File: config.mk
export PLATFORM = sky130hd
export DESIGN_NAME = keypad_scan_4x4
export DESIGN_NICKNAME = d
export VERILOG_FILES = /design/src/rtl/keypad_scan_4x4.sv
export SDC_FILE = /design/constraint.sdc
export NUM_CORES = 1
export LEC_CHECK = 0
export BUFFER_PORTS_ARGS = -buffer_cell sky130_fd_sc_hd__clkbuf_2
export CAP_MARGIN = 0
export CORE_ASPECT_RATIO = 1.5
export CORE_MARGIN = 3
export CORE_UTILIZATION = 56
export CTS_CLUSTER_DIAMETER = 50
export CTS_CLUSTER_SIZE = 30
export DETAILED_ROUTE_END_ITERATION = 6
export GPL_ROUTABILITY_DRIVEN = 0
export HOLD_SLACK_MARGIN = 0.12
export PLACE_DENSITY = 0.78
export SYNTH_ARGS = -nofsm -noshare
export SYNTH_HDL_FRONTEND = slang
export SYNTH_SLANG_ARGS = --single-unit
export TNS_END_PERCENT = 10
File: constraint.sdc
create_clock -name clk -period 2 [get_ports clk]
set_input_delay 0.2 -clock clk [delete_from_list [all_inputs] [get_ports clk]]
set_output_delay 0.2 -clock clk [all_outputs]
set_load 0.01 [all_outputs]
File: src/rtl/keypad_scan_4x4.sv
// keypad_scan_4x4: 4x4 matrix keypad scanner with column sync, debounce and key encoding.
// Define KEYPAD_AUTOREPEAT_EN to re-pulse key_valid while a key stays held.
module keypad_scan_4x4 #(
  parameter int ROW_SETTLE_CYC   = 1000,
  parameter int DEBOUNCE_CYC     = 2000000,
  parameter int REPEAT_DELAY_CYC = 50000000,
  parameter int REPEAT_RATE_CYC  = 10000000
) (
  input  logic       clk,
  input  logic       sys_rst_n,
  input  logic [3:0] col_n,
  output logic [3:0] row_n,
  output logic       is_pressed,
  output logic [3:0] key_code,
  output logic       key_valid
);
  localparam int MAX_A = ROW_SETTLE_CYC > DEBOUNCE_CYC ? ROW_SETTLE_CYC : DEBOUNCE_CYC;
  localparam int MAX_B = REPEAT_DELAY_CYC > REPEAT_RATE_CYC ? REPEAT_DELAY_CYC : REPEAT_RATE_CYC;
  localparam int CW = $clog2(MAX_A > MAX_B ? MAX_A : MAX_B) + 1;
  localparam logic [CW-1:0] ONE = CW'(1);
  localparam logic [CW-1:0] SETTLE = CW'(ROW_SETTLE_CYC);
  localparam logic [CW-1:0] DB_LAST = CW'(DEBOUNCE_CYC - 1);
  // nibble {row,col} holds the code for that key
  localparam logic [63:0] KEYMAP = 64'hDF0E_C987_B654_A321;
  typedef enum logic [1:0] {IDLE, SCAN, DEBOUNCE, HOLD} state_t;
  state_t state, state_d;
  logic [3:0] col_m, col_s, cand, cand_d, key_code_d;
  logic [1:0] r, r_d, c, c_d, c_low;
  logic [CW-1:0] settle, settle_d, cnt, cnt_d;
  logic is_pressed_d, key_valid_d, settled, hit, col_c;
`ifdef KEYPAD_AUTOREPEAT_EN
  localparam logic [CW-1:0] DELAY_LAST = CW'(REPEAT_DELAY_CYC - 1);
  localparam logic [CW-1:0] RATE_LAST = CW'(REPEAT_RATE_CYC - 1);
  logic [CW-1:0] rep, rep_d;
  logic armed, armed_d;
`endif
  assign settled = settle == SETTLE;
  assign hit = ~&col_s;
  assign col_c = col_s[c];
  assign c_low = !col_s[0] ? 2'd0 : !col_s[1] ? 2'd1 : !col_s[2] ? 2'd2 : 2'd3;
  assign row_n = state == IDLE ? 4'b0000 : ~(4'b0001 << r);
  always_ff @(posedge clk or negedge sys_rst_n)
    if (!sys_rst_n) begin
      col_m <= 4'hF;
      col_s <= 4'hF;
      state <= IDLE;
      r <= 2'd0;
      c <= 2'd0;
      cand <= 4'h0;
      settle <= '0;
      cnt <= '0;
      key_code <= 4'h0;
      is_pressed <= 1'b0;
      key_valid <= 1'b0;
`ifdef KEYPAD_AUTOREPEAT_EN
      rep <= '0;
      armed <= 1'b0;
`endif
    end else begin
      col_m <= col_n;
      col_s <= col_m;
      state <= state_d;
      r <= r_d;
      c <= c_d;
      cand <= cand_d;
      settle <= settle_d;
      cnt <= cnt_d;
      key_code <= key_code_d;
      is_pressed <= is_pressed_d;
      key_valid <= key_valid_d;
`ifdef KEYPAD_AUTOREPEAT_EN
      rep <= rep_d;
      armed <= armed_d;
`endif
    end
  always_comb begin
    state_d = state;
    r_d = r;
    c_d = c;
    cand_d = cand;
    cnt_d = cnt;
    key_code_d = key_code;
    is_pressed_d = is_pressed;
    key_valid_d = 1'b0;
    settle_d = settled ? settle : settle + ONE;
`ifdef KEYPAD_AUTOREPEAT_EN
    rep_d = rep;
    armed_d = armed;
`endif
    case (state)
      IDLE:
        if (settled && hit) begin
          state_d = SCAN;
          r_d = 2'd0;
          settle_d = '0;
        end
      SCAN:
        if (settled) begin
          if (hit) begin
            state_d = DEBOUNCE;
            c_d = c_low;
            cand_d = KEYMAP[{r, c_low, 2'b00} +: 4];
            cnt_d = '0;
          end else if (r != 2'd3) begin
            r_d = r + 2'd1;
            settle_d = '0;
          end else begin
            state_d = IDLE;
            settle_d = '0;
          end
        end
      DEBOUNCE:
        if (col_c) begin
          state_d = IDLE;
          settle_d = '0;
        end else if (cnt == DB_LAST) begin
          state_d = HOLD;
          key_code_d = cand;
          is_pressed_d = 1'b1;
          key_valid_d = 1'b1;
          cnt_d = '0;
`ifdef KEYPAD_AUTOREPEAT_EN
          rep_d = '0;
          armed_d = 1'b0;
`endif
        end else cnt_d = cnt + ONE;
      HOLD: begin
        cnt_d = col_c ? cnt + ONE : '0;
        if (col_c && cnt == DB_LAST) begin
          state_d = IDLE;
          is_pressed_d = 1'b0;
          cnt_d = '0;
          settle_d = '0;
        end
`ifdef KEYPAD_AUTOREPEAT_EN
        rep_d = col_c ? '0 : rep + ONE;
        armed_d = col_c ? 1'b0 : armed;
        if (!col_c && rep == (armed ? RATE_LAST : DELAY_LAST)) begin
          key_valid_d = 1'b1;
          rep_d = '0;
          armed_d = 1'b1;
        end
`endif
      end
      default: state_d = IDLE;
    endcase
  end
endmodule

==> results of run 1 <==
==> stage by stage <==
| stage | setup TNS [ns] | worst slack [ns] | cells | util, % |
|---|---|---|---|---|
| 2_1_floorplan | -4.95 | -0.118 | 459 | - |
| 3_3_place_gp | -6.47 | -0.176 | 640 | 70.6 |
| 3_5_place_dp | -11.62 | -0.248 | 640 | 70.6 |
| 4_1_cts | -5.18 | -0.234 | 667 | 77.1 |
| 5_1_grt | -11.67 | -0.326 | 668 | 79.3 |
| 6_report | -7.53 | -0.277 | 668 | 79.3 |
==> metal layers <==
layer  vias to the layer above  routed length (um)  track usage [%]
met4                         0                 719             17.4
met1                      2218                5070             31.8
li1                       1958                   -                -
met3                        64                 652             4.55
met5                         -                   0                0
met2                       212                7550             52.3
==> how the worst min path moves through the flow <==
stage | slack, ns | endpoint | startpoint
after floorplan | -0.1 | c[0] | sys_rst_n
after global placement | 0.17 | cnt[4] | sys_rst_n
after detailed placement | 0.17 | cnt[4] | sys_rst_n
after CTS | 0.35 | cnt[4] | sys_rst_n
after global routing | 0.36 | col_s[3] | col_m[3]
final | 0.34 | cnt[4] | sys_rst_n
==> flip-flops by register name (all words and copies together) (netlist names) <==
signal	flops
cnt	27
settle	27
cand	4
col_m	4
col_s	4
key_code	4
c	2
r	2
state	2
is_pressed	1
key_valid	1
==> power breakdown <==
part	switching, W	total [W]	internal, W
clock network	0.000645	0.00167	0.00103
registers	0.00000615	0.00160	0.00159
logic	0.0000608	0.0000910	0.0000302
==> synthesized netlist by cell type (3+ instances only) <==
master | count | area (sq um)
a211oi_1 | 7 | 52.6
a211oi_2 | 15 | 188
a21oi_1 | 6 | 30.0
a311oi_1 | 3 | 26.3
a31oi_1 | 3 | 18.8
and2_1 | 4 | 25.0
and3_1 | 9 | 56.3
and4_1 | 5 | 43.8
buf_2 | 8 | 40.0
clkbuf_1 | 18 | 67.6
dfrtp_1 | 70 | 1750
dfstp_2 | 8 | 210
ha_1 | 12 | 150
inv_1 | 20 | 75.1
mux2_2 | 10 | 113
nand2_1 | 20 | 75.1
nand3_1 | 32 | 160
nand4_1 | 29 | 181
nor2_1 | 16 | 60.1
nor3_1 | 33 | 165
nor4_1 | 8 | 50.1
nor4_2 | 3 | 37.5
o21ai_0 | 16 | 80.1
o22ai_1 | 4 | 25.0
o31ai_1 | 19 | 143
or3_1 | 7 | 43.8
or4_1 | 15 | 113
xnor2_1 | 5 | 43.8
xor2_1 | 20 | 175
==> cell families after synthesis <==
logic type / after synthesis / synth area share [%]
compound gates: 88 / 15.2
xor+xnor: 25 / 4.83
flops: 78 / 43.3
simple gates: 194 / 25.5
fa+ha+maj: 12 / 3.31
buf+inv: 50 / 4.69
mux: 12 / 3.20
==> timing repair <==
| item | CTS | global route |
|---|---|---|
| cloned | 1 | 1 |
| pin swaps | 16 | 11 |
| hold buffers | 5 | 0 |
| buffers inserted | 6 | 0 |
| hold endpoints to repair | 34 | 0 |
| resized for setup | 35 | 30 |
| setup endpoints to repair | 64 | 68 |
==> final cells by class <==
cell class              instances  area, sq um  share of cell area, %
multi-input cells             331         2680                   43.5
flip-flops and latches         78         1960                   31.9
repair buffers                119         1000                   16.3
clock buffers                  12          256                   4.17
well taps                     102          128                   2.07
inverters                      22         82.6                   1.34
clock inverters                 4         45.0                  0.732
==> reports/results.ini, run 1 <==
[run_status]
outcome=complete, but fails checks
violations=setup timing

[cts]
cts_tree=yes
cts_buffer_depth=2
clk_latency_ns=0.34
path_clk_slew_ns=0.06
numCtsBuffers=9
clkSinkCount=78
cts_htree_levels=3
root_buffer=clkbuf_16

[cells_and_area]
final_common_cell=buf_4
area_growth_pct=35.8
n_fill_cell=428
layout_common_cells=buf_4, dfrtp_1, nand3_1
final_nets=579
fin_area_sq_um=6150
n_antenna_cell=0
drive_above_1_share_pct=40.6

[logic_synthesis]
ys_seq_area_share_pct=43.3
synth-edff-count=0
syn_nets=477
dominantRegCellSynth=dfrtp_1
synth-seq-cells=78
synthArstFlopShare_pct=100
netlist-cell-type-count=54
yosysWarnings=0
syn_inst=459
synth.avg_cell_area_sq_um=9.87
syn_area_sq_um=4530

[timing]
grt_setup_unrepaired=yes
fin_crit_sh_pct=114
clock.fmax_ghz=0.439
fin_skew_ns=0.00703
tightest_slew_ns=0.496
maxSlewViolCount=0
hold_viol=0
hold_slack_ns=0.343
period_minus_slack_ns=2.28
slew_headroom_pct=66.6
setup_ws_ns=-0.277
setup-violations-final=64

[worst_hold_path]
hp-class=input port to asynchronous set/reset pin

[grt]
grt_max_degree=49
grt_pass1_vias=4367
grt_antenna_before_repair=0
grt_pass1_wl_mm=20.8
grt-ovfl-total=0
grt.total_usage_pct=29.0

[worst_setup_path]
crit_type=register to register
rr_worst_depth=5
worstSetupEndpointType=register
crit_required_ns=2.25
cp.arrival_ns=2.53
r2r_start=cnt[15]
path_cells=nand4_1, nor4_1, nand4_1, or4_4, a211oi_2
crit_top_cell=nand4_1
cp.buffers_inverters=0
cp_top_family=simple AND/OR/NAND/NOR gates
cp_slowest_cell=or4_4
start_kind=register
r2r-end=cnt[26]
crit_path_end=cnt[26]
cpPeakStageDelay_ns=0.57
cp-startpoint=cnt[15]
path_max_fanout=6
ff2ff_setup_slack_ns=-0.28
cp.depth=5

[route]
initialDrtViolationCount=393
firstDrtPassIters=5
ant_nets=0
avgViaCountPerCell=6.66
routed_wl_mm=14.0
vias=4452
drc=0
wire_per_inst_um=20.9

[power_and_ir_drop]
vdd.ir_drop.worst_mv=0.700
power.total_w=0.00336
p_leak_nw=2.61
power_per_cell_area_nw_per_um2=547

[die]
fp.dieW_um=79.5
core_sq_um=7760
pin_count=16
rows=39
initial_core_util_pct=58.4
die_area_sq_um=9230
die_y_um=116

[flow_run]
maxCapViolCount=0

[placement]
portBuffers=15
postPlaceCellArea_sq_um=5470
dp_hpwl_mm=8.08

Note: power is estimated with default switching activity, not from simulation.
==> run 2, diff against run 1 <==
--- a/config.mk
+++ b/config.mk
@@ -5,17 +5,19 @@
 export SDC_FILE = /design/constraint.sdc
 export NUM_CORES = 1
 export LEC_CHECK = 0
+export ABC_AREA = 1
 export BUFFER_PORTS_ARGS = -buffer_cell sky130_fd_sc_hd__clkbuf_2
 export CAP_MARGIN = 0
 export CORE_ASPECT_RATIO = 1.5
 export CORE_MARGIN = 3
-export CORE_UTILIZATION = 56
+export CORE_UTILIZATION = 57
 export CTS_CLUSTER_DIAMETER = 50
 export CTS_CLUSTER_SIZE = 30
 export DETAILED_ROUTE_END_ITERATION = 6
 export GPL_ROUTABILITY_DRIVEN = 0
 export HOLD_SLACK_MARGIN = 0.12
-export PLACE_DENSITY = 0.78
+export MAX_ROUTING_LAYER = met4
+export PLACE_DENSITY = 0.79
 export SYNTH_ARGS = -nofsm -noshare
 export SYNTH_HDL_FRONTEND = slang
 export SYNTH_SLANG_ARGS = --single-unit
==> reports/results.ini, run 2 <==
[cts]
numCtsBuffers=9  ; unchanged
cts_tree=yes  ; unchanged
clk_latency_ns=0.35  ; was 0.34 ns
cts_buffer_depth=2  ; unchanged
clkSinkCount=78  ; unchanged
root_buffer=clkbuf_16  ; unchanged
cts_htree_levels=3  ; unchanged
path_clk_slew_ns=0.07  ; was 0.06 ns

[logic_synthesis]
syn_nets=743  ; was 477
synth-edff-count=0  ; unchanged
synth_area_leaders=dfrtp_1, nand2_1, nor2_1  ; was dfrtp_1, dfstp_2, a211oi_2
synth_top_area_share_pct=34.6  ; was 38.7%
synth.avg_cell_area_sq_um=6.98  ; was 9.87 sq um
synth_most_common_cell=nand2_1  ; was dfrtp_1
yosysWarnings=0  ; unchanged
ys_seq_area_share_pct=38.8  ; was 43.3%
synth_common_cells=nand2_1, nor2_1, inv_1  ; was dfrtp_1, nor3_1, nand3_1
syn_area_sq_um=5060  ; was 4530 sq um
netlist-cell-type-count=38  ; was 54
syn_inst=725  ; was 459
yosys.area.top_type=dfrtp_1  ; unchanged
synth-seq-cells=78  ; unchanged
synthArstFlopShare_pct=100  ; unchanged
dominantRegCellSynth=dfrtp_1  ; unchanged

[die]
core_sq_um=8520  ; was 7760 sq um
die_y_um=121  ; was 116 um
initial_core_util_pct=59.4  ; was 58.4%
fp.dieW_um=82.9  ; was 79.5 um
rows=41  ; was 39
die_area_sq_um=10100  ; was 9230 sq um
pin_count=16  ; unchanged

[cells_and_area]
final_nets=795  ; was 579
layout_common_cells=nand2_1, nor2_1, inv_1  ; was buf_4, dfrtp_1, nand3_1
area_growth_pct=16.2  ; was 35.8%
n_fill_cell=698  ; was 428
final_common_cell=nand2_1  ; was buf_4
final_util_pct=69.1  ; was 79.3%
top_regs=cnt x27, settle x27  ; unchanged
n_antenna_cell=0  ; unchanged
drive_above_1_share_pct=16.8  ; was 40.6%

[grt]
grt_max_degree=43  ; was 49
grt_pass1_wl_mm=21.2  ; was 20.8 mm
grt_antenna_before_repair=0  ; unchanged
grt.total_usage_pct=26.8  ; was 29.0%
grt-ovfl-total=0  ; unchanged
grt_pass1_vias=4809  ; was 4367

[worst_setup_path]
path_max_fanout=4  ; was 6
cp_slowest_cell=dfrtp_1  ; was or4_4
path_cells=buf_4, ha_1, nand2_1, nor2_1, nand2_1, nor2_1, nand3_1, xor2_1, nor2_2  ; was nand4_1, nor4_1, nand4_1, or4_4, a211oi_2
start_kind=register  ; unchanged
r2r-end=settle[22]  ; was cnt[26]
cp_top_family=simple AND/OR/NAND/NOR gates  ; unchanged
crit_required_ns=2.24  ; was 2.25 ns
cp.arrival_ns=2.15  ; was 2.53 ns
worstSetupEndpointType=register  ; unchanged
crit_type=register to register  ; unchanged
cpPeakStageDelay_ns=0.39  ; was 0.57 ns
r2r_start=settle[1]  ; was cnt[15]
rr_worst_depth=9  ; was 5
cp.buffers_inverters=1  ; was 0
ff2ff_setup_slack_ns=0.09  ; was -0.28 ns

[timing]
slew_headroom_pct=62.1  ; was 66.6%
clock.fmax_ghz=0.524  ; was 0.439 GHz
grt_setup_unrepaired=yes  ; unchanged
hold_viol=0  ; unchanged
setup-violations-final=0  ; was 64
fin_skew_ns=0.00765  ; was 0.00703 ns
tightest_slew_ns=0.564  ; was 0.496 ns
fin_crit_sh_pct=95.4  ; was 114%
period_minus_slack_ns=1.91  ; was 2.28 ns
hold_slack_ns=0.355  ; was 0.343 ns
maxSlewViolCount=0  ; unchanged
tns_ns=0  ; was -7.53 ns

[power_and_ir_drop]
vdd.ir_drop.worst_mv=0.458  ; was 0.700 mV
p_leak_nw=2.69  ; was 2.61 nW
power_per_cell_area_nw_per_um2=556  ; was 547 nW/um^2

[worst_hold_path]
hold_end=col_s[3]
min_from=col_m[3]
holdPathStages=0
hp-class=register to register  ; was input port to asynchronous set/reset pin

[route]
initialDrtViolationCount=299  ; was 393
drc=0  ; unchanged
routed_wl_mm=12.7  ; was 14.0 mm
firstDrtPassIters=5  ; unchanged
avgViaCountPerCell=5.45  ; was 6.66
ant_nets=0  ; unchanged
wire_per_inst_um=14.2  ; was 20.9 um
vias=4848  ; was 4452

[placement]
dp_hpwl_mm=9.19  ; was 8.08 mm
portBuffers=15  ; unchanged

[flow_run]
maxCapViolCount=0  ; unchanged

[run_status]
outcome=complete, no violations  ; was complete, but fails checks

## run 2: changes by cell type after synthesis, sizes merged, moves of 19 or more
cell    previous run  this run
nand3             33        53
inv               22        88
nand2             20       228
a211oi            22         2
o31ai             19         0
nor2              16       143
## run 2: area by class of cell
type / count / area, sq um / area share [%]
Clock buffer: 9 / 225 / 3.83
Clock inverter: 7 / 62.6 / 1.06
Inverter: 88 / 330 / 5.62
Multi-Input combinational cell: 551 / 2760 / 46.9
Sequential cell: 78 / 1960 / 33.4
Tap cell: 107 / 134 / 2.28
Timing Repair Buffer: 49 / 408 / 6.93
## run 2: worst reg2reg max path, cell delays in order (launching register included)
cell and delay [ns]:
dfrtp_1 0.39, buf_4 0.14, ha_1 0.18, nand2_1 0.10, nor2_1 0.16, nand2_1 0.17, nor2_1 0.26, nand3_1 0.16
xor2_1 0.19, nor2_2 0.06
## run 2: cells by family after synthesis
group / synth area share, %
adder cells (fa/ha/maj): 2.97
flip-flops: 38.8
AO/OA/AOI/OAI: 5.39
buffers and inverters: 7.84
XOR/XNOR: 5.02
AND/OR/NAND/NOR: 40.0
## run 2: how the worst max path moves through the flow
| stage | cells after the start | end | start |
|---|---|---|---|
| after floorplan | 8 | cand[0] | col_s[2] |
| after global placement | 8 | settle[12] | settle[5] |
| after detailed placement | 12 | cnt[9] | settle[1] |
| after CTS | 12 | cnt[9] | settle[1] |
| after global routing | 11 | settle[9] | cnt[1] |
| final | 9 | settle[22] | settle[1] |
## run 2: through the flow
step / worst slack [ns] / total power, W / cells / cell area (sq um)
final: 0.0925 / 0.00327 / 889 / 5880
after global routing: -0.0527 / 0.00339 / 889 / 5880
after CTS: 0.0399 / 0.00329 / 885 / 5760
after detailed placement: 0.0610 / 0.00170 / 864 / 5420
after global placement: 0.122 / 0.00170 / 864 / 5420
after floorplan: 0.141 / 0.00165 / 725 / 5060
## run 2: metal layers
metal  GRT usage, %  wire length (um)  share of wire (%)
met1           28.1              4830                 38
met2           47.6              6680                 53
met3           5.30               541                4.3
met4           13.6               603                4.8
met5              -                 0                  0
## run 2: power by group
group	switching [W]	total [W]	internal, W
Combinational	0.0000568	0.0000838	0.0000271
Clock	0.000721	0.00159	0.000866
Sequential	0.00000560	0.00160	0.00159
Total	0.000783	0.00327	0.00249
## run 2: repair_timing
action | in CTS | in global routing
hold endpoints to repair | 35 | 0
resized for setup | 0 | 23
buffers inserted | 0 | 3
setup endpoints to repair | 0 | 51
hold buffers | 5 | 0
==> run 3, diff against run 2 <==
--- a/config.mk
+++ b/config.mk
@@ -10,14 +10,15 @@
 export CAP_MARGIN = 0
 export CORE_ASPECT_RATIO = 1.5
 export CORE_MARGIN = 3
-export CORE_UTILIZATION = 57
+export CORE_UTILIZATION = 58
+export CTS_BUF_LIST = sky130_fd_sc_hd__clkbuf_4
 export CTS_CLUSTER_DIAMETER = 50
 export CTS_CLUSTER_SIZE = 30
 export DETAILED_ROUTE_END_ITERATION = 6
 export GPL_ROUTABILITY_DRIVEN = 0
 export HOLD_SLACK_MARGIN = 0.12
 export MAX_ROUTING_LAYER = met4
-export PLACE_DENSITY = 0.79
+export PLACE_DENSITY = 0.8
 export SYNTH_ARGS = -nofsm -noshare
 export SYNTH_HDL_FRONTEND = slang
 export SYNTH_SLANG_ARGS = --single-unit
==> reports/results.ini, run 3 (synthesis gave the netlist of run 2 again) <==
[run_status]
outcome=complete, no violations  ; unchanged

[worst_setup_path]
cp.arrival_ns=2.32  ; was 2.15 ns
crit_required_ns=2.36  ; was 2.24 ns
cpPeakStageDelay_ns=0.39  ; about the same
crit_type=register to register  ; unchanged
crit_top_cell=nand2_1
path_cells=buf_4, ha_1, nand2_1, nor2_1, nand2_1, nor3_2, nand2_1, xor2_1, nor2_2  ; was buf_4, ha_1, nand2_1, nor2_1, nand2_1, nor2_1, nand3_1, xor2_1, nor2_2
path_max_fanout=4  ; unchanged
cp_slowest_cell=dfrtp_1  ; unchanged
start_kind=register  ; unchanged
worstSetupEndpointType=register  ; unchanged

[placement]
place_ws_ns=-0.00586  ; was 0.0610 ns
dp_hpwl_mm=9.15  ; was 9.19 mm
portBuffers=15  ; unchanged

[die]
die_area_sq_um=9910  ; was 10100 sq um
rows=41  ; unchanged
initial_core_util_pct=59.8  ; was 59.4%
die_y_um=120  ; was 121 um
pin_count=16  ; unchanged
fp.dieW_um=82.3  ; was 82.9 um
core_sq_um=8460  ; was 8520 sq um

[cts]
cts_buffer_depth=2  ; unchanged
root_buffer=clkbuf_4  ; was clkbuf_16
path_clk_slew_ns=0.14  ; was 0.07 ns
cts_htree_levels=3  ; unchanged
numCtsBuffers=9  ; unchanged
cts_tree=yes  ; unchanged
clk_latency_ns=0.46  ; was 0.35 ns
clkSinkCount=78  ; unchanged

[grt]
grt-ovfl-total=0  ; unchanged
grt_pass1_vias=4637  ; was 4809
grt.total_usage_pct=26.9  ; was 26.8%
grt_antenna_before_repair=1  ; was 0
grt_max_degree=43  ; unchanged
grt_pass1_wl_mm=20.4  ; was 21.2 mm

[flow_run]
maxCapViolCount=0  ; unchanged

[timing]
clock.fmax_ghz=0.511  ; was 0.524 GHz
fin_skew_ns=0.0297  ; was 0.00765 ns
slew_headroom_pct=63.5  ; was 62.1%
hold_viol=0  ; unchanged
hold_slack_ns=0.236  ; was 0.355 ns
tns_ns=0  ; unchanged
setup-violations-final=0  ; unchanged
maxSlewViolCount=0  ; unchanged
setup_ws_ns=0.0420  ; was 0.0925 ns
tightest_slew_ns=0.543  ; was 0.564 ns
period_minus_slack_ns=1.96  ; was 1.91 ns
grt_setup_unrepaired=yes  ; unchanged
fin_crit_sh_pct=97.9  ; was 95.4%

[route]
drc=0  ; unchanged
ant_nets=0  ; unchanged
avgViaCountPerCell=5.30  ; was 5.45
vias=4705  ; was 4848
wire_per_inst_um=13.6  ; was 14.2 um
firstDrtPassIters=5  ; unchanged
routed_wl_mm=12.0  ; was 12.7 mm
initialDrtViolationCount=328  ; was 299

[cells_and_area]
layout_common_cells=nand2_1, nor2_1, inv_1  ; unchanged
n_fill_cell=709  ; was 698
multiInputGateArea_sq_um=2770  ; was 2760 sq um
final_common_cell=nand2_1  ; unchanged
drive_above_1_share_pct=15.3  ; was 16.8%
top_regs=cnt x27, settle x27  ; unchanged
final_util_pct=67.7  ; was 69.1%
final_nets=792  ; was 795
regArea_sq_um=1960  ; about the same
area_growth_pct=13.3  ; was 16.2%

[worst_hold_path]
hp-class=input port to asynchronous set/reset pin  ; was register to register

[power_and_ir_drop]
power_frac_clock_pct=40.1  ; was 48.5%
power_per_cell_area_nw_per_um2=488  ; was 556 nW/um^2
internal_power_w=0.00215  ; was 0.00249 W
power_frac_seq_pct=57.0  ; was 48.9%
swShare_pct=23.3  ; was 24.0%
p_switching_w=0.000653  ; was 0.000783 W
vdd.ir_drop.worst_mv=0.388  ; was 0.458 mV
p_leak_nw=2.62  ; was 2.69 nW
pwr-share-comb_pct=2.9  ; was 2.6%

## run 3: cell count changes in the layout (fill, tap and decap cells not counted), sizes merged
cell,previous run,this run
buf,29,27
bufinv,0,2
clkinv,2,0
clkinvlp,1,2
diode,0,1
inv,92,90
## run 3: per-stage QoR
step / power, W / instances / cell area [sq um]
2_1_floorplan: 0.00165 / 725 / 5060
3_3_place_gp: 0.00170 / 861 / 5410
3_5_place_dp: 0.00170 / 861 / 5410
4_1_cts: 0.00283 / 882 / 5630
5_1_grt: 0.00290 / 887 / 5730
6_report: 0.00280 / 887 / 5730
## run 3: power groups by stage
| stage | Clock (W) | Combinational [W] | Sequential, W |
|---|---|---|---|
| 2_1_floorplan | 0 | 0.0000220 | 0.00163 |
| 3_3_place_gp | 0 | 0.0000728 | 0.00163 |
| 3_5_place_dp | 0 | 0.0000759 | 0.00163 |
| 4_1_cts | 0.00115 | 0.0000838 | 0.00160 |
| 5_1_grt | 0.00121 | 0.0000936 | 0.00160 |
| 6_report | 0.00112 | 0.0000810 | 0.00160 |
## run 3: area by class of cell
cell class / instances / area share (%)
clock inverters: 6 / 1.61
inverters: 88 / 5.76
multi-input cells: 551 / 48.4
well taps: 107 / 2.33
repair buffers: 46 / 6.35
flip-flops and latches: 78 / 34.2
clock buffers: 10 / 1.31
diodes: 1 / 0.0436
## run 3: worst max-delay path, delay by kind of cell, from the launching register on
family / cells / cell delay (ns)
AND/OR/NAND/NOR: 6 / 0.93
flip-flops: 1 / 0.39
adder cells (fa/ha/maj): 1 / 0.20
XOR/XNOR: 1 / 0.20
buffers and inverters: 1 / 0.14
## run 3: worst paths after layout
kind                       cells past startpoint  slack (ns)      start          to
setup / recovery                               9        0.04  settle[0]  settle[24]
min in group clk                               2        0.36   col_n[1]    col_m[1]
max in group asynchronous                      3        1.16  sys_rst_n   settle[5]
hold reg to reg                                0        0.36   col_m[0]    col_s[0]
setup reg to reg                               9        0.04  settle[0]  settle[24]
hold / removal                                 2        0.24  sys_rst_n  settle[22]
## run 3: per-layer routing
metal	vias up	wire length, um	GRT usage (%)
met5	-	0	-
met4	0	412	12.2
met3	35	432	4.55
met2	123	6410	45.8
met1	2159	4770	30.0
li1	2388	-	-
## run 3: repair_timing
item                                    4_1_cts  5_1_grt
hold buffers                                  5        0
pin swaps                                     0        4
endpoints found under the setup margin        3       42
resized for setup                             1       16
setup buffers                                 0        4
cloned                                        0        0
hold endpoints to repair                     79        0
